File: src/rtl/popcount_rr_arbiter.sv
// popcount_rr_arbiter: round-robin shared popcount with one-entry registered output stage
module popcount_rr_arbiter #(
  parameter int WIDTH   = 16,
  parameter int NUM_REQ = 4
) (
  input  logic                         clk_i,
  input  logic                         srst_i,
  input  logic [NUM_REQ*WIDTH-1:0]     req_data_i,
  input  logic [NUM_REQ-1:0]           req_val_i,
  output logic [NUM_REQ-1:0]           req_ready_o,
  output logic [$clog2(WIDTH):0]       data_o,
  output logic [$clog2(NUM_REQ)-1:0]   id_o,
  output logic                         data_val_o,
  input  logic                         data_ready_i
);
  localparam int CW = $clog2(WIDTH) + 1;
  localparam int IW = $clog2(NUM_REQ);
  logic [IW-1:0] ptr, gnt;
  logic          found, accept_en, xfer;
  logic [WIDTH-1:0] word;
  logic [CW-1:0] cnt;
  int unsigned   idx;
  always_comb begin
    gnt   = '0;
    found = 1'b0;
    idx   = 0;
    for (int i = 0; i < NUM_REQ; i++) begin
      idx = (32'(ptr) + 32'(i)) % NUM_REQ;
      if (!found && req_val_i[idx]) begin
        found = 1'b1;
        gnt   = IW'(idx);
      end
    end
  end
  always_comb begin
    word = req_data_i[32'(gnt)*WIDTH +: WIDTH];
    cnt  = '0;
    for (int j = 0; j < WIDTH; j++) cnt = cnt + CW'(word[j]);
  end
  assign accept_en   = !data_val_o || data_ready_i;
  assign xfer        = found && accept_en && !srst_i;
  assign req_ready_o = xfer ? (NUM_REQ'(1) << gnt) : '0;
  always_ff @(posedge clk_i) begin
    if (srst_i) begin
      data_o     <= '0;
      id_o       <= '0;
      data_val_o <= 1'b0;
      ptr        <= '0;
    end else if (xfer) begin
      data_o     <= cnt;
      id_o       <= gnt;
      data_val_o <= 1'b1;
      ptr        <= (gnt == IW'(NUM_REQ - 1)) ? '0 : gnt + 1'b1;
    end else if (data_ready_i) begin
      data_val_o <= 1'b0;
    end
  end
endmodule
File: config.mk
export PLATFORM = sky130hd
export DESIGN_NAME = popcount_rr_arbiter
export DESIGN_NICKNAME = d
export VERILOG_FILES = /design/src/rtl/popcount_rr_arbiter.sv
export SDC_FILE = /design/constraint.sdc
export NUM_CORES = 1
export LEC_CHECK = 0
export BUFFER_PORTS_ARGS = -buffer_cell sky130_fd_sc_hd__buf_2
export CORE_ASPECT_RATIO = 1.5
export CORE_UTILIZATION = 44
export CTS_CLUSTER_DIAMETER = 80
export DETAILED_ROUTE_END_ITERATION = 6
export PLACE_DENSITY = 0.91
export SLEW_MARGIN = 20
export SYNTH_ARGS = -nofsm -noshare
export SYNTH_HDL_FRONTEND = slang
export SYNTH_SLANG_ARGS = --single-unit
File: constraint.sdc
create_clock -name clk_i -period 6 [get_ports clk_i]
set_clock_uncertainty 0.05 [all_clocks]
set_input_delay 1.2 -clock clk_i [delete_from_list [all_inputs] [get_ports clk_i]]
set_output_delay 1.2 -clock clk_i [all_outputs]
set_load 0.05 [all_outputs]
# Yosys cells after proc, flatten, opt, wreduce, memory -nomap -nowiden
# Cells that the tools add are included.
# word_totals
reg_bits	10
input_bits	71
out_inout_bits	12
elab_cells	62
# op_classes
addsub	19
n_lt_le_gt_ge	4
eq_ne	1
shift	2
n_mux	20
reduce_logical	12
# ops
op	n
64-bit by 7-bit variable part select with 16-bit output	1
5-bit by 1-bit adder with 5-bit output	11
2-bit by 3-bit < comparator with 1-bit output (second input constant)	4
1-bit two-way mux	10
2-bit two-way mux	5
1-bit binary-select mux with 2-bit select	4
4-bit by 1-bit adder with 5-bit output	1
1-bit logical AND	5
1-bit logical NOT	5
2-bit by 1-bit adder with 2-bit output (second input constant)	2
2-bit adder (second input constant)	2
3-bit by 1-bit adder with 4-bit output	1
4-bit two-way mux	1
1-bit by 2-bit left shift with 4-bit output (first input constant)	1
2-bit by 1-bit adder with 3-bit output	1
1-bit by 1-bit adder with 2-bit output	1
2-bit == test (second input constant)	1
2-bit nonzero test	1
1-bit logical OR	1

# Depth between registers and ports, before layout
# Gate-level depths: netlist of the first run.
# logic_depth
word_depth	28
depth_mapped	20
ltp_nobuf	18

# Least setup slack after synthesis of the first run
# OpenSTA, ideal clock, no wires.
# synth_timing
kind	input to register
start	input port req_val_i[2]
end	register data_o[4]
setup_time_ps	127
t_arrival_ps	5269
required_time_ps	5823
setup_slack_ps	554
cell_stages	17
path_buffers	1
cell_sequence	mux2i_1 -> nor2_1 -> a311oi_1 -> buf_2 -> mux2_2 -> fa_1 -> inv_1 -> fa_1 -> inv_1 -> fa_1 -> fa_1 -> inv_1 -> ha_1 -> fa_1 -> a21o_1 -> nand3_1 -> a21oi_1
# synth_between
elab_chain_cells	28
word_cells_on_any_way	40
classes_between	15 x add/sub; 1 x shift; 16 x mux; 8 x reduce/logical
# synth_rtl
element	line_no	text
start, declared	9	input logic [NUM_REQ-1:0] req_val_i,
1-bit binary-select mux with 2-bit select	29	if (!found && req_val_i[idx]) begin
1-bit two-way mux (implied by the code)	29	
1-bit two-way mux	29	
1-bit logical NOT	29	
1-bit logical AND	29	
1-bit two-way mux	29	
1-bit logical NOT	29	
1-bit logical AND	29	
(+2 left out)	--	
1-bit logical AND	29	
2-bit two-way mux	29	
64-bit by 7-bit variable part select with 16-bit output	36	word = req_data_i[32'(gnt)*WIDTH +: WIDTH];
1-bit by 1-bit adder with 2-bit output	38	for (int j = 0; j < WIDTH; j++) cnt = cnt + CW'(word[j]);
2-bit by 1-bit adder with 3-bit output	38	
3-bit by 1-bit adder with 4-bit output	38	
4-bit by 1-bit adder with 5-bit output	38	
5-bit by 1-bit adder with 5-bit output (11 in series)	38	
end signal, assigned	50	data_o <= cnt;
end, declared	11	output logic [$clog2(WIDTH):0] data_o,
# Several ways; a longest one is shown, not always the timed one. The select of a mux whose other input is x is not followed.
# A chain may end at the register's enable or synchronous reset.

# Worst setup path in the final report of the first run
# layout_timing
start	input port req_val_i[0]
end	register data_o[2]
# Same word-level chain as after synthesis.

==> results.sh, run 1 <==
export IMPL_final_max_slew_viol_count=0
export IMPL_drt_iter0_markers=22
export IMPL_cts_root_buf="clkbuf_8"
export IMPL_io_pins=83
export IMPL_cp_required_ns=6.08
export IMPL_numClockSinks=10
export IMPL_synthesis_area_um2=1480
export IMPL_hold_viol=0
export IMPL_clockBufferDepth=2
export IMPL_core_area_um2=3190
export IMPL_holdBufCountCts=0
export IMPL_fp_dieW_um=49.4
export IMPL_drive_above_1_share_pct=47.4
export IMPL_synth_top_area_share_pct=24.3
export IMPL_grt_max_degree=24
export IMPL_n_antenna_cell=0
export IMPL_vias=1333
export IMPL_ys_ff_latch=10
export IMPL_async_flop_share_pct=0
export IMPL_synth_nets=239
export IMPL_cap_viol_max_count=0
export IMPL_post_route_period_util_pct=93.1
export IMPL_critical_path_top_delay_family="adder cells"
export IMPL_cts_tree="built"
export IMPL_total_power_mw=0.978
export IMPL_status="finished clean"
export IMPL_hold_class="reg -> reg"
export IMPL_die_area_um2=3600
export IMPL_wl_per_cell_um=12.4
export IMPL_power_density_nw_per_um2=507
export IMPL_min_period_ns=5.59
export IMPL_critical_path_class="in -> reg"
export IMPL_cts_reportedPaths_clkPinSlew_ns=0.05
export IMPL_grt_pass1_wl_mm=5.26
export IMPL_antenna_found_initial=0
export IMPL_path_cells="buf_2 > mux2i_1 > nor2_1 > a311oi_4 > buf_12 > mux2_2 > fa_1 > inv_1 > fa_1 > inv_1 > fa_1 > fa_1 > inv_1 > ha_1 > fa_1 > xnor2_1 > a211oi_1"
export IMPL_fin_nets=320
export IMPL_ys_seq_area_share_pct=13.5
export IMPL_synth_edf_count=0
export IMPL_arrival_ns=5.67
export IMPL_critPathMostFrequentCell="fa_1"
export IMPL_initial_core_util_pct=46.4
export IMPL_grt_usage_pct=18.4
export IMPL_insertion_delay_ns=0.23
export IMPL_route_detailed_drc=0
export IMPL_worstPathMaxFanout=21
export IMPL_htree_levels=1
export IMPL_routed_wirelength_mm=3.34
export IMPL_synth_distinct_cells=28
export IMPL_die_h_um=73.0
export IMPL_area_delta_synth_final_pct=30.3
export IMPL_synth_common_cells="mux2i_1 (36), inv_1 (14), mux2_2 (13)"
export IMPL_p_leak_nw=0.993
export IMPL_synth_warnings=0
export IMPL_relSlewSlack_pct=51.7
export IMPL_critPathSlowestCell="fa_1"
export IMPL_worst_pin_slew_ns=0.724
export IMPL_fmax_ghz=0.179
export IMPL_grt_setup_unrepaired="no"
export IMPL_crit_path_max_incr_delay_ns=0.55
export IMPL_postCtsResizedCells=0
export IMPL_via_per_inst=4.97
export IMPL_io_buffers=82
export IMPL_start_kind="primary input"
export IMPL_syn_inst=149
export IMPL_post_cts_buffers=0
export IMPL_synth_avg_cell_area_um2=9.93
export IMPL_crit_buf_inv=5
export IMPL_routabilityCongestion=0.758
export IMPL_setup_violations=0
export IMPL_synth_most_common_cell="mux2i_1"
export IMPL_first_pass_iters=4
export IMPL_num_rows=25
export IMPL_ys_top_cells_by_area="mux2i_1 (24%), dfxtp_1 (14%), fa_1 (14%), mux2_2 (9.9%), ha_1 (7.6%)"
export IMPL_endpoint_kind="flip-flop"
export IMPL_setup_tns_ns=0
export IMPL_dp_hpwl_mm=2.86
export IMPL_drtAntennaViolNets=0
export IMPL_overflow=0
export IMPL_peakVddDrop_uv=392
export IMPL_grt_pass1_vias=1237
export IMPL_yosys_most_used_dff="dfxtp_1"
export IMPL_cts_buffers=3
export IMPL_yosysTopAreaCell="mux2i_1"
-- state kept, by name, indices dropped and copies added, names as in the netlist --
register	cells
data_o	5
data_val_o	1
id_o	2
ptr	2
-- placed cells by master (no fill, tap or decap), types with 3 or more instances in the layout --
master	count
buf_2	82
mux2i_1	36
inv_1	14
mux2_2	13
fa_1	10
dfxtp_1	10
ha_1	9
nand2b_1	8
nand2_1	6
o21ai_1	6
a21oi_1	5
and2_1	4
nor2_1	3
clkbuf_8	3
-- power breakdown --
group          leakage, nW  internal, mW  total (mW)  switching, mW
registers           0.0829        0.0865      0.0981         0.0116
clock network       0.0216        0.0436      0.0665         0.0229
logic                0.889         0.378       0.813          0.435
-- cells by family (layout without fill, tap and decap cells) --
kind of cell | Yosys count | count (layout) | share of synthesized area [%]
adder cells (fa/ha/maj) | 19 | 19 | 21.1
AO/OA/AOI/OAI | 19 | 19 | 8.88
AND/OR/NAND/NOR | 25 | 25 | 9.13
multiplexers | 49 | 49 | 34.2
buffers and inverters | 25 | 104 | 11.9
XOR/XNOR | 2 | 2 | 1.18
flip-flops | 10 | 10 | 13.5
-- through the flow --
step,hold WS [ns],worst slack (ns),instance area (um^2),util [%],std cells
global route,0.434,0.238,1930,60.5,268
detailed placement,0.406,0.169,1880,59.0,265
finish,0.407,0.412,1930,60.5,268
CTS,0.414,0.400,1920,60.3,268
floorplan,0.441,0.554,1480,-,149
global placement,0.399,0.314,1880,59.0,265
-- path summary, 6_finish.rpt --
check	from	end	slack [ns]	depth (start not counted)
setup / recovery	req_val_i[0]	data_o[2]$_SDFFE_PP0P_	0.41	17
hold / removal	data_o[3]$_SDFFE_PP0P_	data_o[3]$_SDFFE_PP0P_	0.41	2
setup reg to reg	ptr[1]$_SDFFE_PP0P_	data_o[2]$_SDFFE_PP0P_	0.94	16
hold reg to reg	data_o[3]$_SDFFE_PP0P_	data_o[3]$_SDFFE_PP0P_	0.41	2
-- per-layer routing --
metal	global-route usage (%)	up-vias	wire (um)	share of wire [%]
met5	0	-	0	0
met4	1.96	0	19	0.57
met3	5.63	4	215	6.4
met2	35.2	43	1890	57
met1	20.2	617	1210	36
li1	-	669	-	-
-- cell type report --
type | instances | area (um^2)
fillers | 273 | 1260
well taps | 40 | 50.0
flip-flops and latches | 10 | 200
repair buffers | 85 | 445
clock buffers | 3 | 41.3
inverters | 16 | 60.1
multi-input cells | 114 | 1130
-- worst reg2reg max path, delay by kind of cell, from the launching register on --
family	cells	cell delay (ns)
flip-flops	1	0.49
AND/OR/NAND/NOR	1	0.08
adder cells (fa/ha/maj)	6	2.67
multiplexers	2	0.61
XOR/XNOR	1	0.14
AO/OA/AOI/OAI	2	0.57
buffers and inverters	4	0.37
Power figures use the tool's default switching activity.
==> inputs of run 2 (changes only) <==
==> constraint.sdc (replaced) <==
create_clock -name clk_i -period 7.15 [get_ports clk_i]
set_clock_uncertainty 0.05 [all_clocks]
set_input_delay 1.43 -clock clk_i [delete_from_list [all_inputs] [get_ports clk_i]]
set_output_delay 1.43 -clock clk_i [all_outputs]
set_load 0.05 [all_outputs]
==> results.sh, run 2 (same netlist as run 1, synthesis figures left out) <==
export IMPL_insertion_delay_ns=0.24
export IMPL_hold_viol=0
export IMPL_io_pins=83
export IMPL_p_comb_share_pct=82.8
export IMPL_fp_dieW_um=49.4
export IMPL_cts_buffers=3
export IMPL_worst_pin_slew_ns=0.777
export IMPL_postCtsResizedCells=0
export IMPL_fmax_ghz=0.166
export IMPL_min_path_cells=2
export IMPL_grt_usage_pct=18.7
export IMPL_first_pass_iters=6
export IMPL_endpoint_kind="flip-flop"
export IMPL_die_h_um=73.0
export IMPL_r2r_start="ptr[1]$_SDFFE_PP0P_"
export IMPL_start_kind="primary input"
export IMPL_arrival_ns=6.11
export IMPL_peakVddDrop_uv=459
export IMPL_wl_per_cell_um=12.7
export IMPL_p_sw_mw=0.392
export IMPL_numClockSinks=10
export IMPL_initial_core_util_pct=46.4
export IMPL_largest_reg_flops=5
export IMPL_r2r_setup_slack_ns=1.90
export IMPL_holdBufCountCts=0
export IMPL_power_density_nw_per_um2=427
export IMPL_drt_iter0_markers=10
export IMPL_cts_root_buf="clkbuf_8"
export IMPL_reg_largest_list="data_o x5, id_o x2, ptr x2"
export IMPL_top_register="data_o"
export IMPL_p_leak_nw=0.983
export IMPL_r2r_cells=15
export IMPL_num_rows=25
export IMPL_area_delta_synth_final_pct=28.6
export IMPL_core_area_um2=3190
export IMPL_worst_slack_ns=1.14
export IMPL_route_detailed_drc=0
export IMPL_routed_wirelength_mm=3.38
export IMPL_post_route_period_util_pct=84.1
export IMPL_hold_class="reg -> reg"
export IMPL_worstHoldStart="data_o[0]$_SDFFE_PP0P_"
export IMPL_die_area_um2=3600
export IMPL_grt_max_degree=37
export IMPL_place_area_um2=1860
export IMPL_htree_levels=1
export IMPL_final_max_slew_viol_count=0
export IMPL_r2r_end="data_o[2]$_SDFFE_PP0P_"
export IMPL_grt_setup_unrepaired="no"
export IMPL_internal_power_mw=0.421
export IMPL_cts_reportedPaths_clkPinSlew_ns=0.04
export IMPL_worstPathMaxFanout=14
export IMPL_layout_common_cells="buf_2 (82), mux2i_1 (36), inv_1 (14)"
export IMPL_via_per_inst=4.98
export IMPL_io_buffers=82
export IMPL_fin_area_um2=1900
export IMPL_drive_above_1_share_pct=47.1
export IMPL_power_share_switching_pct=48.2
export IMPL_n_antenna_cell=0
export IMPL_p_seq_share_pct=10.1
export IMPL_relSlewSlack_pct=48.2
export IMPL_cp_required_ns=7.25
export IMPL_critical_path_class="in -> reg"
export IMPL_final_common_cell="buf_2"
export IMPL_post_cts_buffers=0
export IMPL_post_route_util_pct=59.6
export IMPL_overflow=0
export IMPL_pre_cts_ws_ns=0.838
export IMPL_whs_endpoint="data_o[0]$_SDFFE_PP0P_"
export IMPL_cap_viol_max_count=0
export IMPL_clockBufferDepth=2
export IMPL_dp_hpwl_mm=2.82
export IMPL_pwr_share_clk_pct=7.1
export IMPL_setup_tns_ns=0
export IMPL_routabilityCongestion=0.734
export IMPL_fin_nets=319
export IMPL_antenna_found_initial=0
export IMPL_min_period_ns=6.01
export IMPL_setup_violations=0
export IMPL_grt_pass1_wl_mm=5.27
export IMPL_cts_tree="built"
export IMPL_grt_pass1_vias=1267
export IMPL_status="finished clean"
export IMPL_vias=1329
export IMPL_drtAntennaViolNets=0
==> run 2: cell count changes in the layout (fill, tap and decap cells not counted), sizes merged <==
cell  delta
buf      -1
==> run 2: worst max-delay path, cell delays in order <==
cell,delay [ns]
buf_2,0.14
mux2i_1,0.13
nor2_1,0.09
a311oi_4,0.70
mux2_2,0.43
fa_1,0.53
inv_1,0.05
fa_1,0.50
inv_1,0.05
fa_1,0.47
fa_1,0.55
inv_1,0.04
ha_1,0.21
fa_1,0.41
xnor2_1,0.14
a211oi_1,0.23
==> run 2: how the worst max path moves through the flow <==
stage / slack (ns) / end / start
after floorplan: 1.47 / data_o[4]$_SDFFE_PP0P_ / req_val_i[2]
after global placement: 0.98 / data_o[4]$_SDFFE_PP0P_ / req_val_i[0]
after detailed placement: 0.84 / data_o[2]$_SDFFE_PP0P_ / req_val_i[0]
after CTS: 1.08 / data_o[2]$_SDFFE_PP0P_ / req_val_i[0]
after global routing: 0.89 / data_o[2]$_SDFFE_PP0P_ / req_val_i[0]
final: 1.14 / data_o[2]$_SDFFE_PP0P_ / req_val_i[0]
==> run 2: cell type report <==
class                   count  area (um^2)
repair buffers             84          425
well taps                  40         50.0
inverters                  16         60.1
multi-input cells         114         1130
clock buffers               3         41.3
flip-flops and latches     10          200
fillers                   288         1290
==> run 2: power groups by stage <==
stage,registers (mW),clock network (mW),logic (mW)
6_report,0.0824,0.0579,0.673
5_1_grt,0.0840,0.0615,0.784
4_1_cts,0.0822,0.0585,0.682
3_5_place_dp,0.0832,0,0.677
3_3_place_gp,0.0826,0,0.658
2_1_floorplan,0.120,0,0.529
==> run 2: stage by stage <==
step / std cells / power (mW) / hold WS [ns]
floorplan: 149 / 0.649 / 0.441
global placement: 264 / 0.740 / 0.399
detailed placement: 264 / 0.761 / 0.407
CTS: 267 / 0.822 / 0.422
global route: 267 / 0.930 / 0.441
finish: 267 / 0.813 / 0.414
==> run 2: routing by layer <==
metal  share of wire, %  GRT usage, %  vias to the layer above
met5                  0             0                        -
met2                 55          34.2                       48
met1                 37          20.3                      609
li1                   -             -                      663
met3                5.9          4.79                        9
met4                2.1          7.19                        0
==> inputs of run 3 (changes only) <==
--- a/config.mk
+++ b/config.mk
@@ -7,10 +7,10 @@
 export LEC_CHECK = 0
 export BUFFER_PORTS_ARGS = -buffer_cell sky130_fd_sc_hd__buf_2
 export CORE_ASPECT_RATIO = 1.5
-export CORE_UTILIZATION = 44
+export CORE_UTILIZATION = 41
 export CTS_CLUSTER_DIAMETER = 80
 export DETAILED_ROUTE_END_ITERATION = 6
-export PLACE_DENSITY = 0.91
+export PLACE_DENSITY = 0.89
 export SLEW_MARGIN = 20
 export SYNTH_ARGS = -nofsm -noshare
 export SYNTH_HDL_FRONTEND = slang
==> constraint.sdc (replaced) <==
create_clock -name clk_i -period 5.15 [get_ports clk_i]
set_clock_uncertainty 0.05 [all_clocks]
set_input_delay 1.03 -clock clk_i [delete_from_list [all_inputs] [get_ports clk_i]]
set_output_delay 1.03 -clock clk_i [all_outputs]
set_load 0.05 [all_outputs]
==> results.sh, run 3 (same netlist as run 1, synthesis figures left out) <==
export IMPL_status="finished clean"
export IMPL_area_delta_synth_final_pct=42.7
export IMPL_r2r_setup_slack_ns=0.39
export IMPL_grt_max_degree=19
export IMPL_htree_levels=1
export IMPL_relSlewSlack_pct=64.9
export IMPL_first_pass_iters=4
export IMPL_clockBufferDepth=2
export IMPL_n_antenna_cell=0
export IMPL_io_buffers=82
export IMPL_drtAntennaViolNets=0
export IMPL_fin_area_um2=2110
export IMPL_peakVddDrop_uv=637
export IMPL_overflow=0
export IMPL_routabilityCongestion=0.749
export IMPL_num_rows=26
export IMPL_via_per_inst=5.06
export IMPL_p_sw_mw=0.649
export IMPL_total_power_mw=1.41
export IMPL_holdWs_ns=0.414
export IMPL_endpoint_kind="flip-flop"
export IMPL_antenna_found_initial=0
export IMPL_largest_reg_flops=5
export IMPL_min_path_cells=2
export IMPL_min_period_ns=5.06
export IMPL_critical_path_class="in -> reg"
export IMPL_p_leak_nw=1.08
export IMPL_ff_latch_area_um2=200
export IMPL_whs_endpoint="id_o[0]$_SDFFE_PP0P_"
export IMPL_worstHoldStart="id_o[0]$_SDFFE_PP0P_"
export IMPL_power_share_switching_pct=46.2
export IMPL_p_comb_share_pct=84.9
export IMPL_worst_slack_ns=0.0944
export IMPL_grt_pass1_vias=1314
export IMPL_arrival_ns=5.12
export IMPL_setup_violations=0
export IMPL_final_max_slew_viol_count=0
export IMPL_r2r_end="data_o[4]$_SDFFE_PP0P_"
export IMPL_worstSetupStartpoint="req_val_i[2]"
export IMPL_cap_viol_max_count=0
export IMPL_hold_class="reg -> reg"
export IMPL_worst_pin_slew_ns=0.522
export IMPL_post_route_util_pct=61.8
export IMPL_grt_pass1_wl_mm=5.50
export IMPL_grt_setup_unrepaired="yes"
export IMPL_pre_cts_ws_ns=-0.226
export IMPL_drt_iter0_markers=13
export IMPL_vias=1431
export IMPL_numClockSinks=10
export IMPL_multi_input_area_um2=1180
export IMPL_cts_tree="built"
export IMPL_start_kind="primary input"
export IMPL_hold_viol=0
export IMPL_wl_per_cell_um=13.6
export IMPL_cts_buffers=3
export IMPL_worstPathMaxFanout=8
export IMPL_cts_root_buf="clkbuf_8"
export IMPL_final_common_cell="buf_2"
export IMPL_die_area_um2=3860
export IMPL_cts_reportedPaths_clkPinSlew_ns=0.05
export IMPL_r2r_start="ptr[1]$_SDFFE_PP0P_"
export IMPL_top_register="data_o"
export IMPL_initial_core_util_pct=43.3
export IMPL_p_seq_share_pct=8.1
export IMPL_layout_common_cells="buf_2 (80), mux2i_1 (36), buf_4 (12)"
export IMPL_cp_required_ns=5.22
export IMPL_drive_above_1_share_pct=54.4
export IMPL_core_area_um2=3420
export IMPL_internal_power_mw=0.756
export IMPL_route_detailed_drc=0
export IMPL_io_pins=83
export IMPL_power_density_nw_per_um2=665
export IMPL_fmax_ghz=0.198
export IMPL_post_route_period_util_pct=98.2
export IMPL_insertion_delay_ns=0.23
export IMPL_fp_dieW_um=51.1
export IMPL_die_h_um=75.6
export IMPL_fin_nets=332
export IMPL_place_area_um2=1970
export IMPL_r2r_cells=17
export IMPL_reg_largest_list="data_o x5, id_o x2, ptr x2"
export IMPL_fill_cells=294
export IMPL_dp_hpwl_mm=3.13
export IMPL_routed_wirelength_mm=3.85
export IMPL_pwr_share_clk_pct=7.0
export IMPL_grt_usage_pct=18.8
==> run 3: cell types whose count changed in the layout (fill, tap and decap cells not counted), sizes merged <==
cell    previous run  this run
buf               84        97
clkbuf             3         4
==> run 3: cell type report <==
class	count	share of cell area (%)
tap	42	2.49
clock buffer	4	2.61
multi-input combinational	114	55.9
inverter	16	2.84
sequential	10	9.48
timing repair buffer	97	26.7
==> run 3: worst max-delay path by stage <==
stage                     slack, ns  cells past startpoint                endpoint
after global routing          -0.09                     18  data_o[4]$_SDFFE_PP0P_
after detailed placement      -0.23                     18  data_o[4]$_SDFFE_PP0P_
after CTS                      0.02                     18  data_o[4]$_SDFFE_PP0P_
after floorplan               -0.01                     19  data_o[4]$_SDFFE_PP0P_
after global placement        -0.14                     18  data_o[4]$_SDFFE_PP0P_
final                          0.09                     18  data_o[4]$_SDFFE_PP0P_
==> run 3: what timing repair did <==
| action | CTS | global route |
|---|---|---|
| setup buffers | 0 | 3 |
| setup endpoints to repair | 0 | 4 |
| hold buffers | 0 | 0 |
| gates resized for setup | 0 | 18 |
==> run 3: critical path, cell delays in order <==
cell	delay, ns
buf_6	0.10
mux2i_1	0.13
nor2_1	0.09
a311oi_4	0.33
buf_12	0.17
mux2_4	0.31
fa_1	0.55
inv_2	0.04
fa_1	0.52
inv_2	0.05
fa_2	0.46
fa_1	0.49
inv_1	0.04
ha_2	0.18
fa_2	0.35
a21o_1	0.16
nand3_1	0.07
a21oi_1	0.06
==> run 3: through the flow <==
stage          setup TNS [ns]  cells
2_1_floorplan         -0.0101    149
6_report                    0    283
3_5_place_dp           -0.736    276
5_1_grt                -0.227    283
3_3_place_gp           -0.448    276
4_1_cts                     0    280
==> run 3: power by group through the flow <==
stage / combinational [mW] / sequential [mW] / clock [mW]
finish: 1.19 / 0.114 / 0.0980
global route: 1.34 / 0.116 / 0.102
CTS: 1.07 / 0.113 / 0.0998
detailed placement: 1.05 / 0.115 / 0
global placement: 1.02 / 0.114 / 0
floorplan: 0.743 / 0.167 / 0
==> run 3: routing by layer <==
metal / wire length (um) / GRT usage (%) / share of wire [%] / vias up
met5: 0 / 0 / 0 / -
met4: 97 / 9.57 / 2.5 / 0
met3: 145 / 1.80 / 3.8 / 10
met2: 2210 / 36.5 / 57 / 44
met1: 1400 / 19.6 / 36 / 687
li1: - / - / - / 690
